`config.mk`:
```
export PLATFORM = sky130hd
export DESIGN_NAME = mem_port_arbiter
export DESIGN_NICKNAME = d
export VERILOG_FILES = /design/src/rtl/mem_arb_pkg.sv /design/src/rtl/rr_arb2.sv /design/src/rtl/mem_port_arbiter.sv
export SDC_FILE = /design/constraint.sdc
export NUM_CORES = 1
export LEC_CHECK = 0
export ABC_AREA = 1
export BUFFER_PORTS_ARGS = -buffer_cell sky130_fd_sc_hd__buf_2
export CAP_MARGIN = 40
export CORE_UTILIZATION = 45
export DETAILED_ROUTE_END_ITERATION = 6
export HOLD_SLACK_MARGIN = 0.03
export PLACE_DENSITY = 0.77
export SKIP_CTS_REPAIR_TIMING = 1
export SLEW_MARGIN = 20
export SYNTH_ARGS = -nofsm -noshare
export SYNTH_HDL_FRONTEND = slang
export SYNTH_SLANG_ARGS = --single-unit
```
`constraint.sdc`:
```
create_clock -name clk -period 3.8 [get_ports clk]
set_clock_uncertainty 0.2 [all_clocks]
set_input_delay 0.76 -clock clk [delete_from_list [all_inputs] [get_ports clk]]
set_output_delay 0.76 -clock clk [all_outputs]
set_load 0.005 [all_outputs]
```
`src/rtl/mem_arb_pkg.sv`:
```
// mem_arb_pkg: shared state/requester types and constants for mem_port_arbiter.
package mem_arb_pkg;

   // Sequencer states: arbitrate, run one memory transaction, pulse done.
   typedef enum logic [1:0] {
      IDLE = 2'd0,
      BUSY = 2'd1,
      DONE = 2'd2
   } arb_state_t;

   // Requester identity; the value doubles as the bit index into the request vector.
   typedef enum logic {
      REQ_I = 1'b0,
      REQ_D = 1'b1
   } req_id_t;

   // Read data returned to a requester whose transaction was aborted by the watchdog.
   // Wide enough for any practical word; users slice the low DATA_W bits.
   localparam int unsigned ERR_RDATA_MAX_W = 256;
   localparam logic [ERR_RDATA_MAX_W-1:0] ERR_RDATA = '1;

endpackage

```
`src/rtl/rr_arb2.sv`:
```
// rr_arb2: two-way combinational grant between the fetch (I) and data (D) requesters.
// Build option: define MEM_ARB_DPRIO_EN to make D win every simultaneous request;
// otherwise simultaneous requests alternate based on the previous winner.
module rr_arb2
   import mem_arb_pkg::*;
(
   input  logic [1:0] req,
   input  req_id_t    last_gnt,
   output logic       gnt_valid,
   output req_id_t    gnt_id
);

   // Select the winner; a lone requester always wins.
   always_comb begin
      // NOTE: every output gets a default first, so no path through the block can infer a latch.
      gnt_valid = |req;
      gnt_id    = REQ_I;
`ifdef MEM_ARB_DPRIO_EN
      if (req[REQ_D]) begin
         gnt_id = REQ_D;
      end
`else
      if (req[REQ_I] && req[REQ_D]) begin
         gnt_id = (last_gnt == REQ_D) ? REQ_I : REQ_D;
      end else if (req[REQ_D]) begin
         gnt_id = REQ_D;
      end
`endif
   end

`ifdef MEM_ARB_DPRIO_EN
   // Fixed priority ignores the previous winner.
   logic unused_last_gnt;
   assign unused_last_gnt = last_gnt;
`endif

endmodule

```
`src/rtl/mem_port_arbiter.sv`:
```
// mem_port_arbiter: shares one single-ported memory between an instruction-fetch
// requester (read-only) and a data requester (read/write). One transaction at a
// time: IDLE arbitrates and latches the request, BUSY drives the memory until
// mem_ack or the watchdog fires, DONE pulses the winner's done for one cycle.
// Build option: MEM_ARB_DPRIO_EN (see rr_arb2) selects fixed D priority.
module mem_port_arbiter
   import mem_arb_pkg::*;
#(
   parameter int ADDR_W  = 32,
   parameter int DATA_W  = 32,
   parameter int TIMEOUT = 64
) (
   input  logic              clk,
   input  logic              rst_n,
   // instruction fetch requester
   input  logic              i_req,
   input  logic [ADDR_W-1:0] i_addr,
   output logic [DATA_W-1:0] i_rdata,
   output logic              i_done,
   output logic              i_wait,
   // data requester
   input  logic              d_req,
   input  logic              d_we,
   input  logic [ADDR_W-1:0] d_addr,
   input  logic [DATA_W-1:0] d_wdata,
   output logic [DATA_W-1:0] d_rdata,
   output logic              d_done,
   output logic              d_wait,
   // memory port
   output logic              mem_req,
   output logic              mem_we,
   output logic [ADDR_W-1:0] mem_addr,
   output logic [DATA_W-1:0] mem_wdata,
   input  logic [DATA_W-1:0] mem_rdata,
   input  logic              mem_ack,
   // sticky watchdog flag
   output logic              err
);

   localparam int              CNT_W    = $clog2(TIMEOUT) + 1;
   localparam logic [CNT_W-1:0] CNT_LAST = CNT_W'(TIMEOUT - 1);
   localparam logic [CNT_W-1:0] CNT_MAX  = '1;

   arb_state_t       state;
   req_id_t          last_gnt;
   req_id_t          cur_id;
   logic [CNT_W-1:0] cnt;
   logic             gnt_valid;
   req_id_t          gnt_id;

   rr_arb2 u_arb (
      .req       ({d_req, i_req}),
      .last_gnt  (last_gnt),
      .gnt_valid (gnt_valid),
      .gnt_id    (gnt_id)
   );

   // Stall each requester until its done pulse arrives.
   assign i_wait = i_req & ~i_done;
   assign d_wait = d_req & ~d_done;

   // Arbitration, transaction sequencing, watchdog and result capture.
   always_ff @(posedge clk or negedge rst_n) begin
      if (!rst_n) begin
         state     <= IDLE;
         last_gnt  <= REQ_D;
         cur_id    <= REQ_I;
         cnt       <= '0;
         mem_req   <= 1'b0;
         mem_we    <= 1'b0;
         mem_addr  <= '0;
         mem_wdata <= '0;
         i_rdata   <= '0;
         d_rdata   <= '0;
         i_done    <= 1'b0;
         d_done    <= 1'b0;
         err       <= 1'b0;
      end else begin
         // NOTE: non-blocking assignments, so every register here updates from pre-edge values.
         i_done <= 1'b0;
         d_done <= 1'b0;
         case (state)
            IDLE: begin
               if (gnt_valid) begin
                  cur_id   <= gnt_id;
                  last_gnt <= gnt_id;
                  cnt      <= '0;
                  mem_req  <= 1'b1;
                  if (gnt_id == REQ_D) begin
                     mem_we    <= d_we;
                     mem_addr  <= {d_addr[ADDR_W-1:2], 2'b00};
                     mem_wdata <= d_wdata;
                  end else begin
                     mem_we    <= 1'b0;
                     mem_addr  <= {i_addr[ADDR_W-1:2], 2'b00};
                     mem_wdata <= '0;
                  end
                  state <= BUSY;
               end
            end
            BUSY: begin
               if (mem_ack || (cnt == CNT_LAST)) begin
                  mem_req <= 1'b0;
                  mem_we  <= 1'b0;
                  state   <= DONE;
                  if (cur_id == REQ_D) begin
                     d_done <= 1'b1;
                  end else begin
                     i_done <= 1'b1;
                  end
                  if (!mem_ack) begin
                     // Watchdog abort: flag it and hand back the error pattern.
                     err <= 1'b1;
                     if (cur_id == REQ_D) begin
                        d_rdata <= ERR_RDATA[DATA_W-1:0];
                     end else begin
                        i_rdata <= ERR_RDATA[DATA_W-1:0];
                     end
                  end else if (!mem_we) begin
                     if (cur_id == REQ_D) begin
                        d_rdata <= mem_rdata;
                     end else begin
                        i_rdata <= mem_rdata;
                     end
                  end
               end else if (cnt != CNT_MAX) begin
                  cnt <= cnt + CNT_W'(1);
               end
            end
            DONE: begin
               state <= IDLE;
            end
            default: begin
               state <= IDLE;
            end
         endcase
      end
   end

endmodule
```
# --- Yosys cells after proc, flatten, opt, wreduce, memory -nomap -nowiden ---
# Index checks and enable logic that the tools add are counted.
totals:
  output_inout_bits: 135
  in_bits: 134
  wordCells: 72
  register_bits: 144
classes:
  eq_ne: 8
  n_bitwise: 6
  add_sub_neg: 1
  mux: 32
  reduce_logical: 12
ops:
  columns: ["operator", "n"]
  rows:
  - ["32-bit two-way mux", 10]
  - ["7-bit two-way mux", 3]
  - ["7-bit case mux with 2 select lines", 1]
  - ["1-bit two-way mux", 13]
  - ["4-bit AND reduction", 3]
  - ["2-bit inequality test, second input constant", 5]
  - ["7-bit by 1-bit adder with 7-bit output, second input constant", 1]
  - ["7-bit by 6-bit == test with 1-bit output, second input constant", 1]
  - ["7-bit inequality test, second input constant", 1]
  - ["3-bit AND reduction", 2]
  - ["2-bit two-way mux", 2]
  - ["1-bit NOT", 4]
  - ["1-bit case mux with 2 select lines", 2]
  - ["2-bit case mux with 2 select lines", 1]
  - ["2-bit AND reduction", 2]
  - ["1-bit AND", 2]
  - ["2-bit by 1-bit == test with 1-bit output, second input constant", 1]
  - ["2-bit logical NOT", 1]
  - ["2-bit nonzero test", 1]
  - ["2-bit OR reduction", 1]
  - ["1-bit logical AND", 1]
  - ["1-bit logical OR", 1]

# --- Longest topological paths before layout ---
logic_depth:
  ltp_word: 5
  mapped_depth: 9
  depth_no_buf: 9

# --- Modules after synthesis ---
# A second synthesis with hierarchy kept.
unflattened:
  hier_cells: 682
  hier_area_um2: 5993.2
by_module_without_submodules:
  columns: ["module", "instances", "area_per_inst_um2", "cells_each", "seq_area_each_um2"]
  rows:
  - ["mem_port_arbiter", 1, 5978.2, 679, 3554.7]
  - ["rr_arb2", 1, 15.0, 3, 0.0]

# --- Least setup slack after synthesis ---
# No wires, ideal clock.
synth_path:
  path_type: "input to output"
  startpoint: "input port d_req"
  endpoint: "output port d_wait"
  stages: 2
  required_ns: 2.840
  n_path_buf: 0
  arrival_ns: 0.886
  slack_ns: 1.954
  cell_sequence: "inv_1 nor2_1"
synth_between:
  elab_chain_len: 1
synth_lines:
  columns: ["item", "line_no", "source"]
  rows:
  - ["start: declaration", "mem_port_arbiter.sv:22", "input logic d_req,"]
  - ["1-bit AND", "mem_port_arbiter.sv:60", "assign d_wait = d_req & ~d_done;"]
  - ["end: declaration", "mem_port_arbiter.sv:28", "output logic d_wait,"]
# Every way passes these cells.

# --- Worst setup path in the final report ---
layout_path:
  startpoint: "register cnt[1]"
  endpoint: "register i_rdata[22]"
layout_between:
  elab_chain_len: 3
layout_lines:
  columns: ["item", "line_no", "source"]
  rows:
  - ["start: declaration", "mem_port_arbiter.sv:47", "logic [CNT_W-1:0] cnt;"]
  - ["start signal: assignment", "mem_port_arbiter.sv:127", "cnt <= cnt + CNT_W'(1);"]
  - ["7-bit by 6-bit == test with 1-bit output", "mem_port_arbiter.sv:102", "if (mem_ack || (cnt == CNT_LAST)) begin"]
  - ["1-bit logical OR", "mem_port_arbiter.sv:102", null]
  - ["4-bit AND reduction (no line)", null, null]
  - ["end signal: assignment", "mem_port_arbiter.sv:117", "i_rdata <= ERR_RDATA[DATA_W-1:0];"]
  - ["end signal: assignment", "mem_port_arbiter.sv:123", "i_rdata <= mem_rdata;"]
  - ["end: declaration", "mem_port_arbiter.sv:18", "output logic [DATA_W-1:0] i_rdata,"]
# Every way passes these cells.
# A chain may end at the register's enable or synchronous reset.

==> results by stage <==
Critical path:
- Across all register-to-register paths, the minimum setup slack is approximately 1500 ps.
- The most numerous cell type found on the critical path is sky130_fd_sc_hd__nand2_4.
- The cell with the largest stage delay on the worst path is sky130_fd_sc_hd__nand3_4.
- The type of origin of the critical path is a register.
- STA classifies the critical path endpoint as a register.
- The setup path with the least slack is of type register to register.
- For this run, the slowest stage of the critical path takes 510 ps.
- The critical path goes through ha_1 > nand2_2 > nor2_4 > nand2_4 > nand2_4 > nand3_4 > o21ai_1.
- The required time of the critical path is around 4000 ps.
- The endpoint of the worst-slack reg-to-reg timing path is i_rdata[22].
- The length in cells of the worst reg-to-reg path is 7.
- The data arrival time of the worst path is roughly 2400 ps.
- In this run the worst path has a maximum fanout of between 60 and 70.
- The launching point of the worst reg2reg path is cnt[1].

CTS:
- The insertion delay to the later sink of the worst-skew pair is approximately 410 ps.
- The clock sink count is roughly 140.
- The number of clock buffers inserted by TritonCTS is 17.
- The clock passes through at most 2 buffers.
- TritonCTS built the clock tree.
- The H-tree generated during clock tree synthesis spans 4 levels.
- Clock-pin slew was measured on the worst setup and hold paths at roughly 50 ps.
- CTS placed an instance of sky130_fd_sc_hd__clkbuf_16 at the clock tree root.

Floorplanning:
- The effective utilization at floorplan is about 46%.
- The site row count is 41.
- The standard cell core area is about 13000 µm².
- The floorplan step defined a die boundary enclosing around 14000 µm².
- The number of top-level pins is 269.
- The die is between 100 and 150 µm tall.
- The overall die width is approximately 120 µm.

Final layout:
- The final layout contains between 1000 and 1500 nets.
- In the final layout, the share of cells above drive strength 1 is between 30 and 40%.
- The number of standard cells in the layout, taps in and fillers out is roughly 1100.
- The area growth from synthesis to layout is 33.2%.
- The final design utilization is between 60 and 70%.

Routing:
- Dividing the detail-routed via count by the number of cells gives 4.81.
- The average detailed-routed wire length per instance is 13.6 µm.
- The post-detailed-routing wire length is about 15000 µm.
- The count of vias placed by the detailed router is between 5000 and 6000.
- The starting DRC count in detailed routing is 348.
- The length of the first detailed-routing pass in iterations is 6.
- The detailed-route DRC error count is 0.
- The count of nets left with antenna violations once routing finished came out at 0.

Synth:
- The number of distinct library cells after synthesis is 25.
- Averaged over all synthesized cells, the footprint is between 8 and 9 µm².
- Synthesis handed over a netlist of approximately 660 instances.
- For this run, asynchronously set or reset flops after synthesis account for 100%.
- The number of enable-type register cells in the synthesized netlist is 0.
- The synthesized design spends more area on one cell type than any other, namely sky130_fd_sc_hd__dfrtp_1.
- The most frequent cell after synthesis is sky130_fd_sc_hd__nand2_1.
- Summed over its instances, the top area cell type makes up approximately 60% of the synthesized netlist area.
- The sequential share of the synthesized area is 60.2%.
- The flop and latch count out of synthesis is around 140.
- Yosys attributes the largest share of cell area to sky130_fd_sc_hd__dfrtp_1 (60%), sky130_fd_sc_hd__nand2_1 (12%), sky130_fd_sc_hd__o21ai_0 (5.5%).
- Sorting the synthesized cells by how often they occur yields sky130_fd_sc_hd__nand2_1 (196), sky130_fd_sc_hd__dfrtp_1 (141), sky130_fd_sc_hd__nor2_1 (76), sky130_fd_sc_hd__o21ai_0 (65), sky130_fd_sc_hd__o21ai_1 (61).
- The total of warnings raised by yosys is 0.
- The cell area that synthesis handed to floorplanning was 5910 µm².
- The most instantiated flip-flop cell in the synthesis netlist is sky130_fd_sc_hd__dfrtp_1.

Global route:
- Global routing finished with a remaining overflow of 0.
- The global-route usage over all layers is 22.0%.
- The maximum number of pins on one net before global-route repair is 70.
- The initial antenna violation count was 1.
- The global-route wire length before repair is between 20000 and 25000 µm.
- The number of global-route vias before repair is around 4700.

STA:
- Setup violations remaining at the end of the flow were counted as 0.
- Measured against its own limit, the worst slew margin works out to a little over half.
- Of the available clock period, the critical path in the final layout requires 60.1%.
- The final number of hold-violating endpoints is 0.
- For the final routed database, the setup TNS stands at 0 ps.
- The final max-slew violation count is 0.
- The worst path needs 2280 ps of the cycle, external delays included.
- The transition at the pin with the smallest max-transition slack is roughly 710 ps.
- The timing-limited maximum frequency is about 440 MHz.
- Setup repair after global routing left no endpoint under its margin.

Power and ir drop:
- Across the VDD grid, the largest voltage drop is between 300 and 400 µV.
- Of the total power, the share spent switching nets is about a third.
- The power density normalized to cell area is 815 nW/µm².
- Summed over all nets, the switching power comes to ~2.2 mW.
- The analysis attributes to cell leakage a power of approximately 4.3 nW.
- The clock network burns 25.1% of the power.
- Sequential cells burn approximately two fifths of the power.
- In this run, the combinational gates consume about a third of the power.
- The cell-internal power is between 4 and 5 mW.

Placement:
- At the end of routability-driven placement, the weighted congestion stood at about 0.82.
- Once detailed placement completed, the half-perimeter wirelength came to 10300 µm.
- The count of buffers added on input and output ports is roughly 260.
- In this run, placement finished with an instance count of about 1100.

Min path:
- The min-delay analysis places its worst path in the category primary input to async pin.

Run:
- The tool flagged a number of max-cap violations equal to 0.

Status:
- The flow ran to the end, and the final reports show no timing, DRC or antenna violations.
## per-stage QoR
step	total power [mW]	hold WS [ps]	setup WS (ps)	cell area, µm²
CTS	6.47	162	1500	7870
detailed placement	4.84	250	1260	7290
global placement	4.76	239	1290	7260
global route	6.94	195	1300	7870
floorplan	3.79	226	1950	5910
finish	6.41	146	1520	7870
## worst max-delay path by stage
stage,startpoint,to,slack [ps]
6_report,cnt[1],i_rdata[22],1520
5_1_grt,cnt[1],i_rdata[25],1300
4_1_cts,cnt[1],i_rdata[22],1500
3_5_place_dp,mem_ack,i_rdata[22],1260
3_3_place_gp,mem_ack,i_rdata[31],1290
2_1_floorplan,d_req,d_wait,1950
## routing by layer
layer | global-route usage [%] | part of all wire (%) | up-vias
met4 | 8.27 | 1.7 | 0
li1 | - | - | 2635
met1 | 27.2 | 42 | 2403
met5 | 0 | 0 | -
met3 | 7.47 | 8.8 | 19
met2 | 35.9 | 48 | 202
## flip-flops by register name (all words and copies together), names as in the netlist
| name | flops |
|---|---|
| err | 1 |
| cur_id | 1 |
| d_rdata | 32 |
| last_gnt | 1 |
| cnt | 7 |
| d_done | 1 |
| mem_req | 1 |
| i_done | 1 |
| i_rdata | 32 |
| state | 2 |
| mem_we | 1 |
| mem_addr | 30 |
| mem_wdata | 32 |
## cells by family (layout without fill, tap and decap cells)
logic type | Yosys count | in the layout | synth area share, %
adder cells (fa/ha/maj) | 1 | 1 | 0.212
XOR/XNOR | 1 | 1 | 0.148
AO/OA/AOI/OAI | 135 | 135 | 11.7
AND/OR/NAND/NOR | 321 | 321 | 22.3
other | 1 | 3 | 0.0635
flip-flops | 142 | 142 | 60.2
buffers and inverters | 58 | 318 | 5.48
## layout make-up
class / instances / area [µm²]
diodes: 1 / 2.50
clock buffers: 21 / 460
clock inverters: 11 / 116
fillers: 1127 / 4850
inverters: 17 / 63.8
multi-input cells: 460 / 2050
flip-flops and latches: 142 / 3550
well taps: 172 / 215
repair buffers: 269 / 1400
## power by group through the flow
stage	combinational (mW)	sequential [mW]	clock, mW
final	2.20	2.61	1.61
after detailed placement	2.24	2.61	0
after floorplan	1.11	2.68	0
after global routing	2.54	2.70	1.70
after global placement	2.17	2.59	0
after CTS	2.23	2.60	1.64
## cell usage in the layout, fill, tap and decap left out, drive strengths merged
cell,count
buf,269
nand2,200
dfrtp,141
o21ai,129
nor2,78
nand3,42
clkbuf,21
inv,17
clkinv,6
a21oi,5
clkinvlp,3
conb,2
bufinv,2
diode,1
nand4,1
xor2,1
a31o,1
ha,1
dfstp,1
## worst max-delay path: cells and delay by family (launching register included)
kind	cells	cell delay, ps
compound gates	1	370
fa+ha+maj	1	230
flops	1	400
simple gates	5	950
Note: power is estimated with default switching activity, not from simulation.
